### config.mk
export PLATFORM = sky130hd
export DESIGN_NAME = ddr_burst_fifo_filler
export DESIGN_NICKNAME = d
export VERILOG_FILES = /design/src/rtl/ddr_burst_fifo_filler.sv
export SDC_FILE = /design/constraint.sdc
export NUM_CORES = 1
export LEC_CHECK = 0
export CORE_AREA = 2 2 223 225
export DETAILED_ROUTE_END_ITERATION = 16
export DIE_AREA = 0 0 225 227
export GPL_TIMING_DRIVEN = 1
export REMOVE_ABC_BUFFERS = 1
export SLEW_MARGIN = 15
export SYNTH_ARGS = -nofsm -noshare
export SYNTH_HDL_FRONTEND = slang
export SYNTH_SLANG_ARGS = --single-unit
### constraint.sdc
create_clock -name i_wr_clk -period 11 [get_ports i_wr_clk]
set_input_delay 1.1 -clock i_wr_clk [delete_from_list [all_inputs] [get_ports i_wr_clk]]
set_output_delay 1.1 -clock i_wr_clk [all_outputs]
set_load 0.02 [all_outputs]
### src/rtl/ddr_burst_fifo_filler.sv
// ddr_burst_fifo_filler
//
// Purpose:
//   Write-side producer for the 256-bit-in / 16-bit-out video line FIFO. It walks a frame buffer in
//   DDR by issuing read-burst requests, one at a time. Each returned 256-bit beat is forwarded to the
//   FIFO write port through one register stage. A new request is issued only when the FIFO
//   write-side level leaves room for a full burst, so the FIFO cannot overflow in normal operation.
//   The block runs entirely in the DDR user-clock domain.
//
// Ports:
//   i_wr_clk                DDR user clock (only clock)
//   i_wr_rst                asynchronous active-high reset
//   i_frame_start           1-cycle pulse: read the frame starting at BASE_ADDR
//   o_rd_req_valid          burst request valid (REQ state only)
//   i_rd_req_ready          DDR port accepts the request
//   o_rd_req_addr           burst start byte address
//   o_rd_req_len            burst length minus 1
//   i_rd_data_valid         returned beat valid (no backpressure)
//   i_rd_data               returned beat
//   i_rd_data_last          final beat of the burst
//   o_fifo_wr_en            FIFO write enable (rd_data_valid delayed 1 cycle)
//   o_fifo_wr_data          FIFO write data (rd_data delayed 1 cycle)
//   i_fifo_wr_full          FIFO full flag
//   i_fifo_wr_water_level   FIFO write-side fill level
//   o_busy                  frame read in progress
//   o_overflow_err          sticky: a beat arrived while the FIFO was full

module ddr_burst_fifo_filler #(
  parameter int unsigned           ADDR_WIDTH  = 28,
  parameter int unsigned           DATA_WIDTH  = 256,
  parameter int unsigned           LEVEL_WIDTH = 9,
  parameter int unsigned           FIFO_DEPTH  = 256,
  parameter int unsigned           BURST_LEN   = 16,
  parameter int unsigned           BEAT_BYTES  = 32,
  parameter int unsigned           FRAME_BEATS = 129600,
  parameter logic [ADDR_WIDTH-1:0] BASE_ADDR   = '0
) (
  input  logic                   i_wr_clk,
  input  logic                   i_wr_rst,
  input  logic                   i_frame_start,
  output logic                   o_rd_req_valid,
  input  logic                   i_rd_req_ready,
  output logic [ADDR_WIDTH-1:0]  o_rd_req_addr,
  output logic [7:0]             o_rd_req_len,
  input  logic                   i_rd_data_valid,
  input  logic [DATA_WIDTH-1:0]  i_rd_data,
  input  logic                   i_rd_data_last,
  output logic                   o_fifo_wr_en,
  output logic [DATA_WIDTH-1:0]  o_fifo_wr_data,
  input  logic                   i_fifo_wr_full,
  input  logic [LEVEL_WIDTH-1:0] i_fifo_wr_water_level,
  output logic                   o_busy,
  output logic                   o_overflow_err
);

  localparam int unsigned REM_WIDTH    = $clog2(FRAME_BEATS + 1);
  localparam int unsigned LEVEL_THRESH = FIFO_DEPTH - BURST_LEN;

  typedef enum logic [2:0] {
    StIdle,
    StCheck,
    StReq,
    StWaitData,
    StSettle
  } state_t;

  // State registers
  state_t                r_state;
  logic [ADDR_WIDTH-1:0] r_addr;
  logic [REM_WIDTH-1:0]  r_remain;
  logic [7:0]            r_len;
  logic                  r_restart_pend;
  logic                  r_busy;
  logic                  r_settle;

  // Data path registers
  logic                  r_wr_en;
  logic [DATA_WIDTH-1:0] r_wr_data;
  logic                  r_overflow;

  // Next-state values
  state_t                w_state_nxt;
  logic [ADDR_WIDTH-1:0] w_addr_nxt;
  logic [REM_WIDTH-1:0]  w_remain_nxt;
  logic [7:0]            w_len_nxt;
  logic                  w_restart_nxt;
  logic                  w_busy_nxt;
  logic                  w_settle_nxt;

  // Helpers
  logic                  w_restart_now;
  logic [REM_WIDTH-1:0]  w_remain_eval;
  logic [ADDR_WIDTH-1:0] w_addr_eval;
  logic [31:0]           w_take;
  logic                  w_level_ok;
  logic [ADDR_WIDTH-1:0] w_addr_inc;
  logic [REM_WIDTH-1:0]  w_beats_req;

  // A pending restart is consumed in CHECK; the reloaded address/count are used for this
  // cycle's decision so no extra CHECK cycle is spent.
  assign w_restart_now = (r_state == StCheck) && r_restart_pend;
  assign w_remain_eval = w_restart_now ? REM_WIDTH'(FRAME_BEATS) : r_remain;
  assign w_addr_eval   = w_restart_now ? BASE_ADDR : r_addr;

  // Beats for the next request: min(BURST_LEN, remain)
  assign w_take     = (32'(w_remain_eval) >= BURST_LEN) ? BURST_LEN : 32'(w_remain_eval);
  assign w_level_ok = 32'(i_fifo_wr_water_level) <= LEVEL_THRESH;

  // Address wraps modulo 2^ADDR_WIDTH through truncation
  assign w_addr_inc  = ADDR_WIDTH'((32'(r_len) + 32'd1) * BEAT_BYTES);
  assign w_beats_req = REM_WIDTH'(32'(r_len) + 32'd1);

  always_comb begin
    w_state_nxt    = r_state;
    w_addr_nxt     = r_addr;
    w_remain_nxt   = r_remain;
    w_len_nxt      = r_len;
    w_restart_nxt  = r_restart_pend;
    w_busy_nxt     = r_busy;
    w_settle_nxt   = r_settle;
    o_rd_req_valid = 1'b0;

    // frame_start during a frame never aborts; it is remembered for the next CHECK.
    // A pulse coinciding with the reload is absorbed.
    if (i_frame_start && r_busy && !w_restart_now) begin
      w_restart_nxt = 1'b1;
    end

    unique case (r_state)
      StIdle: begin
        if (i_frame_start) begin
          w_addr_nxt   = BASE_ADDR;
          w_remain_nxt = REM_WIDTH'(FRAME_BEATS);
          w_busy_nxt   = 1'b1;
          w_state_nxt  = StCheck;
        end
      end

      StCheck: begin
        if (w_restart_now) begin
          w_restart_nxt = 1'b0;
          w_addr_nxt    = w_addr_eval;
          w_remain_nxt  = w_remain_eval;
        end
        if (w_remain_eval == '0) begin
          // A restart latched this very cycle keeps the frame alive; it reloads next cycle.
          if (!w_restart_nxt) begin
            w_busy_nxt  = 1'b0;
            w_state_nxt = StIdle;
          end
        end else if (w_level_ok) begin
          w_len_nxt   = 8'(w_take - 32'd1);
          w_state_nxt = StReq;
        end
      end

      StReq: begin
        o_rd_req_valid = 1'b1;
        if (i_rd_req_ready) begin
          w_addr_nxt   = r_addr + w_addr_inc;
          w_remain_nxt = r_remain - w_beats_req;
          w_state_nxt  = StWaitData;
        end
      end

      StWaitData: begin
        // The burst ends on rd_data_last alone; a beat-count mismatch is not acted upon.
        if (i_rd_data_valid && i_rd_data_last) begin
          w_settle_nxt = 1'b0;
          w_state_nxt  = StSettle;
        end
      end

      StSettle: begin
        // Two cycles so the FIFO level includes the final write before it is re-evaluated
        if (r_settle) begin
          w_state_nxt = StCheck;
        end else begin
          w_settle_nxt = 1'b1;
        end
      end

      default: begin
        w_state_nxt = StIdle;
      end
    endcase
  end

  always_ff @(posedge i_wr_clk or posedge i_wr_rst) begin
    if (i_wr_rst) begin
      r_state        <= StIdle;
      r_addr         <= '0;
      r_remain       <= '0;
      r_len          <= '0;
      r_restart_pend <= 1'b0;
      r_busy         <= 1'b0;
      r_settle       <= 1'b0;
    end else begin
      r_state        <= w_state_nxt;
      r_addr         <= w_addr_nxt;
      r_remain       <= w_remain_nxt;
      r_len          <= w_len_nxt;
      r_restart_pend <= w_restart_nxt;
      r_busy         <= w_busy_nxt;
      r_settle       <= w_settle_nxt;
    end
  end

  // Beats are forwarded regardless of FSM state; an overflowing beat is still presented
  // and the FIFO drops it.
  always_ff @(posedge i_wr_clk or posedge i_wr_rst) begin
    if (i_wr_rst) begin
      r_wr_en    <= 1'b0;
      r_wr_data  <= '0;
      r_overflow <= 1'b0;
    end else begin
      r_wr_en   <= i_rd_data_valid;
      r_wr_data <= i_rd_data;
      if (i_rd_data_valid && i_fifo_wr_full) begin
        r_overflow <= 1'b1;
      end
    end
  end

  assign o_rd_req_addr  = r_addr;
  assign o_rd_req_len   = r_len;
  assign o_fifo_wr_en   = r_wr_en;
  assign o_fifo_wr_data = r_wr_data;
  assign o_busy         = r_busy;
  assign o_overflow_err = r_overflow;

endmodule

==> flow_summary.toml <==
[timing]
holdWs_ns = 0.465
finalSetupViolCount = 0
relSlewSlack = 0.343
finalCritPeriodShare = 0.326
maxSlewViolCount = 0
skew_ns = 0.0128
fin_ws_ns = 7.42
rsz0062_at_grt = "no"
hold_violations = 0
worst_pin_slew_ns = 0.985
min_period_ns = 3.58
fmax_mhz = 279
final.setup.tns_ns = 0

[clock_network]
cts_buffer_depth = 3
postCtsSetupBuffers = 0
cts_tree = "built"
hold_buffers = 0
root_buffer = "clkbuf_16"
clkLatencyLatePin_ns = 0.54
cts_resized = 0
clkTransAtPathRegs_ns = 0.06
h-tree-depth = 2
numCtsBuffers = 37
cts.sinks = 312

[pwr]
power_density_nw_per_um2 = 174
leakagePower_nw = 7.39
p_total_mw = 3.09
ir_drop_uv = 106

[routing]
vias = 7936
viasPerCell = 4.15
dr.pass1.iters = 5
ant_nets = 0
drtIter0Drc = 547
wirelength_mm = 40.2
route.detailed.drc = 0
wl_per_cell_um = 21.0

[worst_setup_path]
critPathLaunchType = "flop"
crit_family = "buffers and inverters"
crit_chain = "nor2_1 > nand2_1 > inv_1 > clkdlybuf4s50_1"
worstPathArrival_ns = 2.48
path_buf_inv = 2
crit_path_end_kind = "primary output"
critical-path-slowest-cell = "clkdlybuf4s50_1"
worstPathMaxFanout = 10
worstPathRequired_ns = 9.90
cp_slowest_stage_delay_ns = 0.67
worstSetupPathType = "flop to primary output"

[yosys]
synth-seq-cells = 312
ys_types = 65
avgSynthCellArea_um2 = 15.1
ys_seq_area_frac = 0.769
yosys_warnings = 0
synth_flop_cell = "dfrtp_1"
async_flop_share = 1.00
syn_area_um2 = 10200
synth_edf_count = 0
syn-instance-count = 674

[die]
rows = 81
start_util = 0.209
die_x_um = 225
die_h_um = 227
die-area_um2 = 51100
core_area_um2 = 48500
boundaryPins = 568

[placed_design]
gp_congestion = 0.886
numPortBuffers = 562
post-place-ws_ns = 7.46
hpwlAfterDp_mm = 32.4

[layout]
drive_gt1_frac = 0.0611
final_core_util = 0.365
diodes = 0
syn2layout_area_growth_pct = 74.5
nets = 1558

[hold_path]
hp-class = "flop to flop"

[global_route]
grt_max_degree = 90
grt_pass1_wl_mm = 56.5
track_usage = 0.154
antenna_found_initial = 16
grt_pass1_vias = 8248
gr-total-overflow = 0

[run]
maxCapViolCount = 0

[status]
status = "completed"
final cells by class:
type / count / area [µm²]
fill: 4686 / 30800
inverter: 24 / 97.6
sequential: 312 / 7810
clock inverter: 16 / 195
timing repair buffer: 566 / 5660
tap: 622 / 778
multi-input combinational: 323 / 2160
clock buffer: 51 / 1010
worst reg2reg max path: cells and delay by family (launching register included):
family                     cells  cell delay (ns)
adders and majority gates      2             0.60
xor gates and xnor gates       1             0.33
AOI/OAI and AO/OA              5             1.69
DFF                            1             0.44
worst paths after layout:
path	start	end	slack, ns	depth (start not counted)
min in group asynchronous	i_wr_rst	o_fifo_wr_data[58]	1.06	2
max	r_state[0]	o_rd_req_valid	7.42	4
max in group asynchronous	i_wr_rst	o_rd_req_addr[9]	8.55	3
max reg2reg	o_rd_req_len[0]	o_rd_req_addr[20]	7.86	8
min	o_overflow_err	o_overflow_err	0.47	1
min reg2reg	o_overflow_err	o_overflow_err	0.47	1
layer usage:
metal,share of wire,vias up,wire length [µm],GRT usage
met4,0.023,24,909,0.0391
li1,-,3520,-,-
met3,0.085,74,3430,0.0600
met2,0.53,344,21400,0.279
met5,0.0038,-,154,0
met1,0.36,3974,14400,0.169
synth_stat cells (3+ instances only):
cell type | instances | area share
o21a_1 | 3 | 0.0022
nand2_1 | 39 | 0.014
and3_1 | 6 | 0.0037
a21o_1 | 7 | 0.0052
o211ai_1 | 3 | 0.0022
a21oi_1 | 23 | 0.011
nor3_1 | 13 | 0.0064
buf_4 | 7 | 0.0052
nand3_1 | 13 | 0.0064
nor4b_1 | 3 | 0.0026
o31ai_1 | 9 | 0.0067
a31oi_1 | 3 | 0.0018
nand4_1 | 5 | 0.0031
and4_1 | 4 | 0.0035
clkbuf_1 | 10 | 0.0037
o21ai_0 | 25 | 0.012
a311oi_1 | 4 | 0.0035
a211oi_1 | 5 | 0.0037
nand2b_1 | 11 | 0.0068
nor2_1 | 30 | 0.011
a32o_1 | 3 | 0.0030
mux2i_1 | 5 | 0.0049
nand3b_1 | 3 | 0.0022
xnor2_1 | 7 | 0.0060
ha_1 | 20 | 0.025
nor4_1 | 4 | 0.0025
or4_1 | 6 | 0.0044
or3_1 | 8 | 0.0049
inv_1 | 24 | 0.0089
mux2_2 | 5 | 0.0055
xor2_1 | 7 | 0.0060
o22ai_1 | 4 | 0.0025
dfrtp_1 | 312 | 0.77
flip-flops by register name, indices dropped and copies added (netlist names), 3 cells and up:
signal and count:
o_rd_req_addr 23, o_fifo_wr_data 256, r_state 3, r_remain 17, o_rd_req_len 8
through the flow:
| step | cells | cell area, µm² |
|---|---|---|
| 2_1_floorplan | 659 | 10100 |
| 3_3_place_gp | 1847 | 16500 |
| 3_5_place_dp | 1847 | 16500 |
| 4_1_cts | 1914 | 17700 |
| 5_1_grt | 1914 | 17700 |
| 6_report | 1914 | 17700 |
placed cells by master (no fill, tap or decap), types with 4 or more instances in the layout:
cell             count
mux2i_1              5
nand3_1             13
nand4_1              5
nor4_1               4
inv_6                4
nand2b_1            11
clkinv_2             5
dfrtp_1            312
nor3_1              13
mux2_2               5
clkdlybuf4s50_1    562
or4_1                6
xor2_1               7
nor2_1              30
a211oi_1             5
inv_1               23
or3_1                8
clkbuf_1            11
xnor2_1              7
a21o_1               7
a21oi_1             23
clkbuf_16           37
conb_1               5
nand2_1             39
and3_1               6
o21ai_0             25
ha_1                20
and4_1               4
o22ai_1              4
o31ai_1              9
a311oi_1             4
cell families (layout without fill, tap and decap cells):
| family | after synthesis | after routing | synth area share |
|---|---|---|---|
| buffers and inverters | 43 | 657 | 0.0192 |
| adder cells (fa/ha/maj) | 22 | 22 | 0.0286 |
| other | 1 | 5 | 0.000369 |
| multiplexers | 10 | 10 | 0.0105 |
| AO/OA/AOI/OAI | 112 | 112 | 0.0743 |
| AND/OR/NAND/NOR | 160 | 160 | 0.0859 |
| XOR/XNOR | 14 | 14 | 0.0121 |
| flip-flops | 312 | 312 | 0.769 |
report_power, final:
part | leakage [nW] | internal [mW] | switching, mW
logic | 3.12 | 0.261 | 0.339
registers | 3.68 | 1.22 | 0.0487
clock network | 0.589 | 0.722 | 0.496
total | 7.39 | 2.20 | 0.884
(Power assumes the default switching activity.)
